### src/rtl/hazard_forward_unit.sv
// Decode-stage operand hazard unit: multi-stage bypass selection, load-use
// stalls, long-latency scoreboard, outstanding-op limiter and stall stats.
module hazard_forward_unit #(
    parameter int NSTAGES = 2,
    parameter int RA_W    = 5,
    parameter int MAX_LO  = 4,
    parameter int SEL_W   = $clog2(NSTAGES + 2)
) (
    input  logic                    clk,
    input  logic                    reset,
    input  logic                    de_valid,
    input  logic [RA_W-1:0]         de_rs1,
    input  logic [RA_W-1:0]         de_rs2,
    input  logic                    de_use_rs1,
    input  logic                    de_use_rs2,
    input  logic                    de_is_lo,
    input  logic [NSTAGES*RA_W-1:0] st_rd,
    input  logic [NSTAGES-1:0]      st_wen,
    input  logic [NSTAGES-1:0]      st_ready,
    input  logic                    lo_issue,
    input  logic [RA_W-1:0]         lo_rd,
    input  logic                    lo_done,
    input  logic [RA_W-1:0]         lo_done_rd,
    output logic [SEL_W-1:0]        forward_rs1,
    output logic [SEL_W-1:0]        forward_rs2,
    output logic                    stall,
    output logic                    lo_full,
    output logic [2**RA_W-1:0]      sb_busy,
    output logic [15:0]             stall_cycles,
    output logic                    proto_err
);

    localparam int NREGS = 2**RA_W;
    localparam int CNT_W = 4;
    localparam logic [CNT_W-1:0] CNT_MAX = CNT_W'(MAX_LO);

    logic [NREGS-1:0] busy, busy_n;
    logic [CNT_W-1:0] cnt, cnt_n;
    logic             err_n;
    logic             stall_rs1, stall_rs2;

    // Resolve one source operand to {stall, select}; the youngest matching
    // stage wins and always shadows the scoreboard.
    function automatic logic [SEL_W:0] resolve(
        input logic                    use_rs,
        input logic [RA_W-1:0]         rs,
        input logic [NSTAGES*RA_W-1:0] rd,
        input logic [NSTAGES-1:0]      wen,
        input logic [NSTAGES-1:0]      rdy,
        input logic [NREGS-1:0]        bsy,
        input logic                    dn,
        input logic [RA_W-1:0]         dn_rd
    );
        logic             hit;
        logic             hit_rdy;
        logic [SEL_W-1:0] sel;
        logic             stl;
        hit     = 1'b0;
        hit_rdy = 1'b0;
        sel     = '0;
        stl     = 1'b0;
        for (int i = NSTAGES; i >= 1; i--) begin
            if (wen[i-1] && rd[i*RA_W-1 -: RA_W] == rs) begin
                hit     = 1'b1;
                hit_rdy = rdy[i-1];
                sel     = SEL_W'(i);
            end
        end
        if (!use_rs || rs == '0) begin
            sel = '0;
        end else if (hit) begin
            if (!hit_rdy) begin
                sel = '0;
                stl = 1'b1;
            end
        end else if (bsy[rs]) begin
            if (dn && dn_rd == rs) sel = SEL_W'(NSTAGES + 1);
            else stl = 1'b1;
        end
        return {stl, sel};
    endfunction

    // Operand selection and decode stall.
    always_comb begin
        {stall_rs1, forward_rs1} = resolve(de_use_rs1, de_rs1, st_rd, st_wen,
                                           st_ready, busy, lo_done, lo_done_rd);
        {stall_rs2, forward_rs2} = resolve(de_use_rs2, de_rs2, st_rd, st_wen,
                                           st_ready, busy, lo_done, lo_done_rd);
        stall = de_valid && (stall_rs1 || stall_rs2 || (de_is_lo && lo_full));
    end

    assign lo_full = (cnt == CNT_MAX);
    assign sb_busy = busy;

    // Next scoreboard, outstanding count and protocol-error detection.
    always_comb begin
        busy_n = busy;
        cnt_n  = cnt;
        err_n  = proto_err;
        if (lo_done) busy_n[lo_done_rd] = 1'b0;
        if (lo_issue && lo_rd != '0) busy_n[lo_rd] = 1'b1;
        busy_n[0] = 1'b0;
        if (lo_done && lo_done_rd != '0 && !busy[lo_done_rd]) err_n = 1'b1;
        if (lo_issue && !lo_done) begin
            if (cnt == CNT_MAX) err_n = 1'b1;
            else cnt_n = cnt + 1'b1;
        end else if (lo_done && !lo_issue) begin
            if (cnt == '0) err_n = 1'b1;
            else cnt_n = cnt - 1'b1;
        end
    end

    // State registers; reset overrides every same-cycle event.
    always_ff @(posedge clk) begin
        if (reset) begin
            busy         <= '0;
            cnt          <= '0;
            stall_cycles <= '0;
            proto_err    <= 1'b0;
        end else begin
            busy      <= busy_n;
            cnt       <= cnt_n;
            proto_err <= err_n;
            if (stall && stall_cycles != 16'hFFFF)
                stall_cycles <= stall_cycles + 16'd1;
        end
    end

endmodule

### config.mk
export PLATFORM = sky130hd
export DESIGN_NAME = hazard_forward_unit
export DESIGN_NICKNAME = d
export VERILOG_FILES = /design/src/rtl/hazard_forward_unit.sv
export SDC_FILE = /design/constraint.sdc
export NUM_CORES = 1
export LEC_CHECK = 0
export CORE_UTILIZATION = 43
export DETAILED_ROUTE_END_ITERATION = 8
export PLACE_DENSITY = 0.71
export SLEW_MARGIN = 20
export SYNTH_ARGS = -nofsm -noshare
export SYNTH_HDL_FRONTEND = slang
export SYNTH_SLANG_ARGS = --single-unit
### constraint.sdc
create_clock -name clk -period 6.2 [get_ports clk]
set_input_delay 1.24 -clock clk [delete_from_list [all_inputs] [get_ports clk]]
set_output_delay 1.24 -clock clk [all_outputs]
set_load 0.02 [all_outputs]
=== Word-level counts from Yosys, hierarchy flattened ===
Index checks and enable logic that the tools add are counted.

* $add $sub $neg: 3
* Order comparisons: 6
* Equal/unequal tests: 10
* Muxes and demuxes: 53
* Bitwise logic cells: 3
* Reduce and logical (&&, ||, !) cells: 32

{| class="wikitable"
|+ Operators by type and width
! cell !! count
|-
| 32-bit 2-to-1 mux || 2
|-
| 32-bit bitwise AND || 1
|-
| 32-bit NOT || 1
|-
| 32-bit bitwise OR || 1
|-
| 5-bit equality test || 6
|-
| 1-bit 2-to-1 mux || 28
|-
| 2-bit 2-to-1 mux || 14
|-
| 5-bit by 6-bit less-than comparator with 1-bit output, second input constant || 4
|-
| 16-bit by 1-bit adder with 16-bit output, second input constant || 1
|-
| 1-bit logical AND || 16
|-
| 4-bit 2-to-1 mux || 4
|-
| 16-bit != test, second input constant || 1
|-
| 1-bit binary-select mux with 5-bit select || 3
|-
| 1-bit demux with 5-bit select || 2
|-
| 5-bit by 1-bit greater-or-equal comparator with 1-bit output, second input constant || 2
|-
| 5-bit zero test || 2
|-
| 5-bit nonzero test || 2
|-
| 1-bit zero test || 5
|-
| 4-bit by 1-bit adder with 4-bit output, second input constant || 1
|-
| 4-bit by 3-bit equality test with 1-bit output, second input constant || 1
|-
| 4-bit zero test || 1
|-
| 1-bit logical OR || 4
|-
| 2-bit != test, second input constant || 2
|-
| 4-bit by 1-bit subtractor with 4-bit output, second input constant || 1
|-
| 2 further kinds || 2
|}

* Bits in registers: 53
* Input port bits: 42
* Logic and storage cells: 112

=== Logic depth before layout (Yosys ltp) ===
* Depth after elaboration: 11
* Mapped depth: 12
* Depth with buffers taken out: 10

=== Worst setup path after synthesis ===
Ideal clock, no wire load.

* Kind: input -> output
* Start point: input de_rs1[0]
* End point: output stall
* Arrival time: 3.122 ns
* Data required time: 4.960 ns
* Setup slack: 1.838 ns
* Cell stages on the path: 9
* Buffers on the path: 2
* Path through: buf_4 > mux4_2 > mux2_2 > a2bb2oi_1 > a211oi_2 > nor4_2 > a211oi_4 > buf_6 > inv_2

* Longest elaborated chain between the ends: 10
* Elaborated cells on any way between the ends: 22
* Classes of those cells: eq/ne (3); mux (11); reduce/logical (8)

{| class="wikitable"
|+ Ends and longest elaborated chain
! item !! RTL line !! text
|-
| start: declaration || 12 || <nowiki>input logic [RA_W-1:0] de_rs1,</nowiki>
|-
| parallel branches: the longest is 6 deep, another holds 1-bit binary-select mux with 5-bit select || -- ||
|-
| 1-bit 2-to-1 mux (*) || 69 || <nowiki>if (!use_rs || rs == '0) begin</nowiki>
|-
| 1-bit logical OR (*) (2 in a row) || 89 || <nowiki>stall = de_valid && (stall_rs1 || stall_rs2 || (de_is_lo && lo_full));</nowiki>
|-
| 1-bit logical AND (*) || 89 ||
|-
| end: declaration || 26 || <nowiki>output logic stall,</nowiki>
|}

Every way passes the cells marked *. The select of a mux whose other input is x is not followed.

=== Worst setup path after layout ===
* Start point: input de_rs2[1]
* End point: output stall

* Longest elaborated chain between the ends: 10
* Elaborated cells on any way between the ends: 22
* Classes of those cells: eq/ne (3); mux (11); reduce/logical (8)

{| class="wikitable"
|+ Ends and longest elaborated chain
! item !! RTL line !! text
|-
| start: declaration || 13 || <nowiki>input logic [RA_W-1:0] de_rs2,</nowiki>
|-
| parallel branches: the longest is 6 deep, another holds 1-bit binary-select mux with 5-bit select || -- ||
|-
| 1-bit 2-to-1 mux (*) || 69 ||
|-
| 1-bit logical OR (*) (2 in a row) || 89 ||
|-
| 1-bit logical AND (*) || 89 ||
|}

Marked as above.

==> summary.txt <==
========================================================================
Netlist Area Pre-Place                                          3840 um2
Data arrival at the endpoint of the critical path                4430 ps
Library cell with the largest summed area after synthesis        dfxtp_1
Warnings, synthesis                                                    0
Worst min-delay path category                               flop to flop
EDFF count, synth                                                      0
CP max stage delay                                                930 ps
Nature of the critical path endpoint                          output pin
Number of clock buffers inserted by TritonCTS                          5
Mean post-synth cell area                                       8.49 um2
Post-route clock period utilization                                91.4%
WP data required                                                 4960 ps
Total power draw                                                0.863 mW
Final setup slack of the worst path                               533 ps
Number of buffers added on ports                                      95
Post-Place Setup Slack                                            541 ps
Global routing usage summed across all routing layers              25.3%
Power Density                                                 176 nW/um2
Clock transition at the registers of the reported paths           100 ps
Amount of wire on met2 after detailed routing                    5610 um
Post-synthesis sequential area ratio                               27.1%
Longest Clk Path Bufs                                                  2
Estimated wirelength of the detail-placed design                 8600 um
Setup repair after global routing missed its margin                   no
Prevailing post-synth register cell                              dfxtp_1
Wire length of the first global-routing pass                   18,100 um
Total vias in the final route                                      3,864
Vias in the first global route                                     3,658
H-Tree Depth                                                           2
Number of clock sinks seen by CTS                                     52
Final antenna diode count                                              0
Critical-path maximum fanout                                          12
Slowest-stage cell, CP                                      clkdlybuf4s50_1
Wire length on met1                                              5090 um
Post-CTS resize count                                                  0
Post-synthesis cell count                                            453
TritonCTS clock tree                                               built
Count of final max-slew check failures                                 0
Total of hold buffers inserted after clock tree synthesis              0
DR WL met3                                                        826 um
Top-area cell type share of the netlist area                       27.1%
Antenna violations before repair                                       0
Leakage power                                                    1.66 nW
Final Wtd Congestion                                               0.902
Clock latency on the worst-skew pair                              310 ps
Worst vdd rail ir drop                                          0.111 mV
Count of cell types in the netlist                                    58
Asr flop ratio synth                                                  0%
Total setup buffers inserted after CTS                                 0
Setup violations, final                                                0
Area growth, synth to finish                                       27.6%
CORE AREA                                                       8680 um2
Total of flip-flops plus latches after synthesis                      52
Count of maximum capacitance violations                                0
Setup total negative slack                                          0 ps
DRC viols                                                              0
Floorplan row count                                                   34
Starting density of the core                                       44.3%
Via-to-Cell Ratio                                                   6.05
Final antenna-violating net count                                      0
List of most frequent post-synthesis cells                  a21oi_1, dfxtp_1, nand2_1
Multi-input gate area                                           2580 um2
Die Area                                                        9320 um2
Die width                                                        96.6 um
Startpoint kind of the worst setup timing path                input port
Minimum clock period after layout                                5670 ps
Tightest Pin Transition                                          1100 ps
Die span in y                                                    96.6 um
Pin count of the biggest net entering global routing                  56
Avg WL per Cell                                                  18.4 um
FF/Latch Area                                                   1040 um2
Worst Setup Path Type                                       input port to output pin
Number of top-level design ports                                      97
Aggregate routed wire length                                   11,800 um
Sum of overflow across all layers after global routing                 0
Root buf cell                                                   clkbuf_8
Skew final                                                       15.3 ps
Hold Vio Cnt, Final                                                    0
Layout fillers                                                       819
Top routing layer used                                              met4
Mapped Nets                                                          501
Net count reported at finish                                         578
Run status                                                  finished, final reports clean
Cell-by-cell listing of the critical path                   clkdlybuf4s50_1 -> buf_4 -> mux2i_1 -> mux4_2 -> nand3b_1 -> nand3b_1 -> a221oi_2 -> a211oi_4 -> inv_2 -> clkdlybuf4s50_1
Initial drt markers                                                  259
Layout cell share with drive strength beyond 1                     7.72%
Max Clk Rate                                                     176 MHz
Pre-Repair DR Iteration Count                                          4
Dominant cells by area after synthesis                      dfxtp_1, mux4_2, a21oi_1
Relative slew slack                                                26.6%
========================================================================
[path summary, 6_finish.rpt]
kind / start / to / slack (ps) / cells past startpoint
hold reg to reg: stall_cycles[12] / stall_cycles[12] / 480 / 2
setup / recovery: de_rs2[1] / stall / 530 / 10
hold / removal: stall_cycles[12] / stall_cycles[12] / 480 / 2
setup reg to reg: sb_busy[26] / stall_cycles[9] / 3340 / 9
[through the flow]
| step | cell area, um2 | cells | utilization, % | hold slack (ps) |
|---|---|---|---|---|
| floorplan | 3840 | 453 | - | 480 |
| global route | 4910 | 639 | 56.5 | 518 |
| global placement | 4790 | 631 | 55.2 | 457 |
| finish | 4910 | 639 | 56.5 | 478 |
| detailed placement | 4790 | 631 | 55.2 | 470 |
| CTS | 4900 | 639 | 56.5 | 484 |
[power breakdown]
group	switching, mW	leakage (nW)	total, mW	internal [mW]
clock network	0.116	0.0558	0.238	0.122
registers	0.0203	0.421	0.371	0.351
logic	0.137	1.18	0.253	0.116
total	0.274	1.66	0.863	0.589
[worst max-delay path: cells and delay by family]
kind	cells	cell delay (ps)
buf+inv	4	1920
mux	2	550
simple gates	2	230
compound gates	2	470
[cell usage in the layout, fill, tap and decap left out, drive strengths merged, types with 6 or more instances in the layout]
cell type,n
buf,6
xor2,19
nand2,51
clkbuf,6
mux2,6
mux2i,18
nor3b,7
nand3,15
nor2,18
and3,8
a21oi,52
xnor2,15
or4,10
mux4,17
dfxtp,52
nand3b,9
clkdlybuf4s50,94
inv,15
nor4,8
o21ai,36
o31ai,7
nand4,6
[metal layers]
| layer | GRT usage (%) | vias to the layer above |
|---|---|---|
| li1 | - | 1818 |
| met1 | 32.8 | 1867 |
| met2 | 42.2 | 159 |
| met3 | 4.15 | 20 |
| met4 | 9.31 | 0 |
| met5 | 0 | - |
[registers in the layout, indices dropped and copies added (netlist names)]
| register | cells |
|---|---|
| cnt | 4 |
| proto_err | 1 |
| sb_busy | 31 |
| stall_cycles | 16 |
[area by class of cell]
| cell class | instances | share of cell area, % |
|---|---|---|
| multi-input combinational | 357 | 52.7 |
| sequential | 52 | 21.2 |
| timing repair buffer | 100 | 20.0 |
| tap | 108 | 2.75 |
| clock buffer | 6 | 1.48 |
| inverter | 14 | 1.07 |
| clock inverter | 2 | 0.790 |
[cell families (layout without fill, tap and decap cells)]
logic type                 Yosys count  after routing  share of synthesized area [%]
other                                1              1                         0.0975
muxes                               41             41                           16.7
and+or+nand+nor                    159            159                           22.4
buffers and inverters               44            122                           5.79
xor gates and xnor gates            34             34                           7.74
adders and majority gates            6              6                           2.15
DFF                                 52             52                           27.1
AOI/OAI and AO/OA                  116            116                           18.0
No activity file was read; power rests on OpenSTA's default activity.
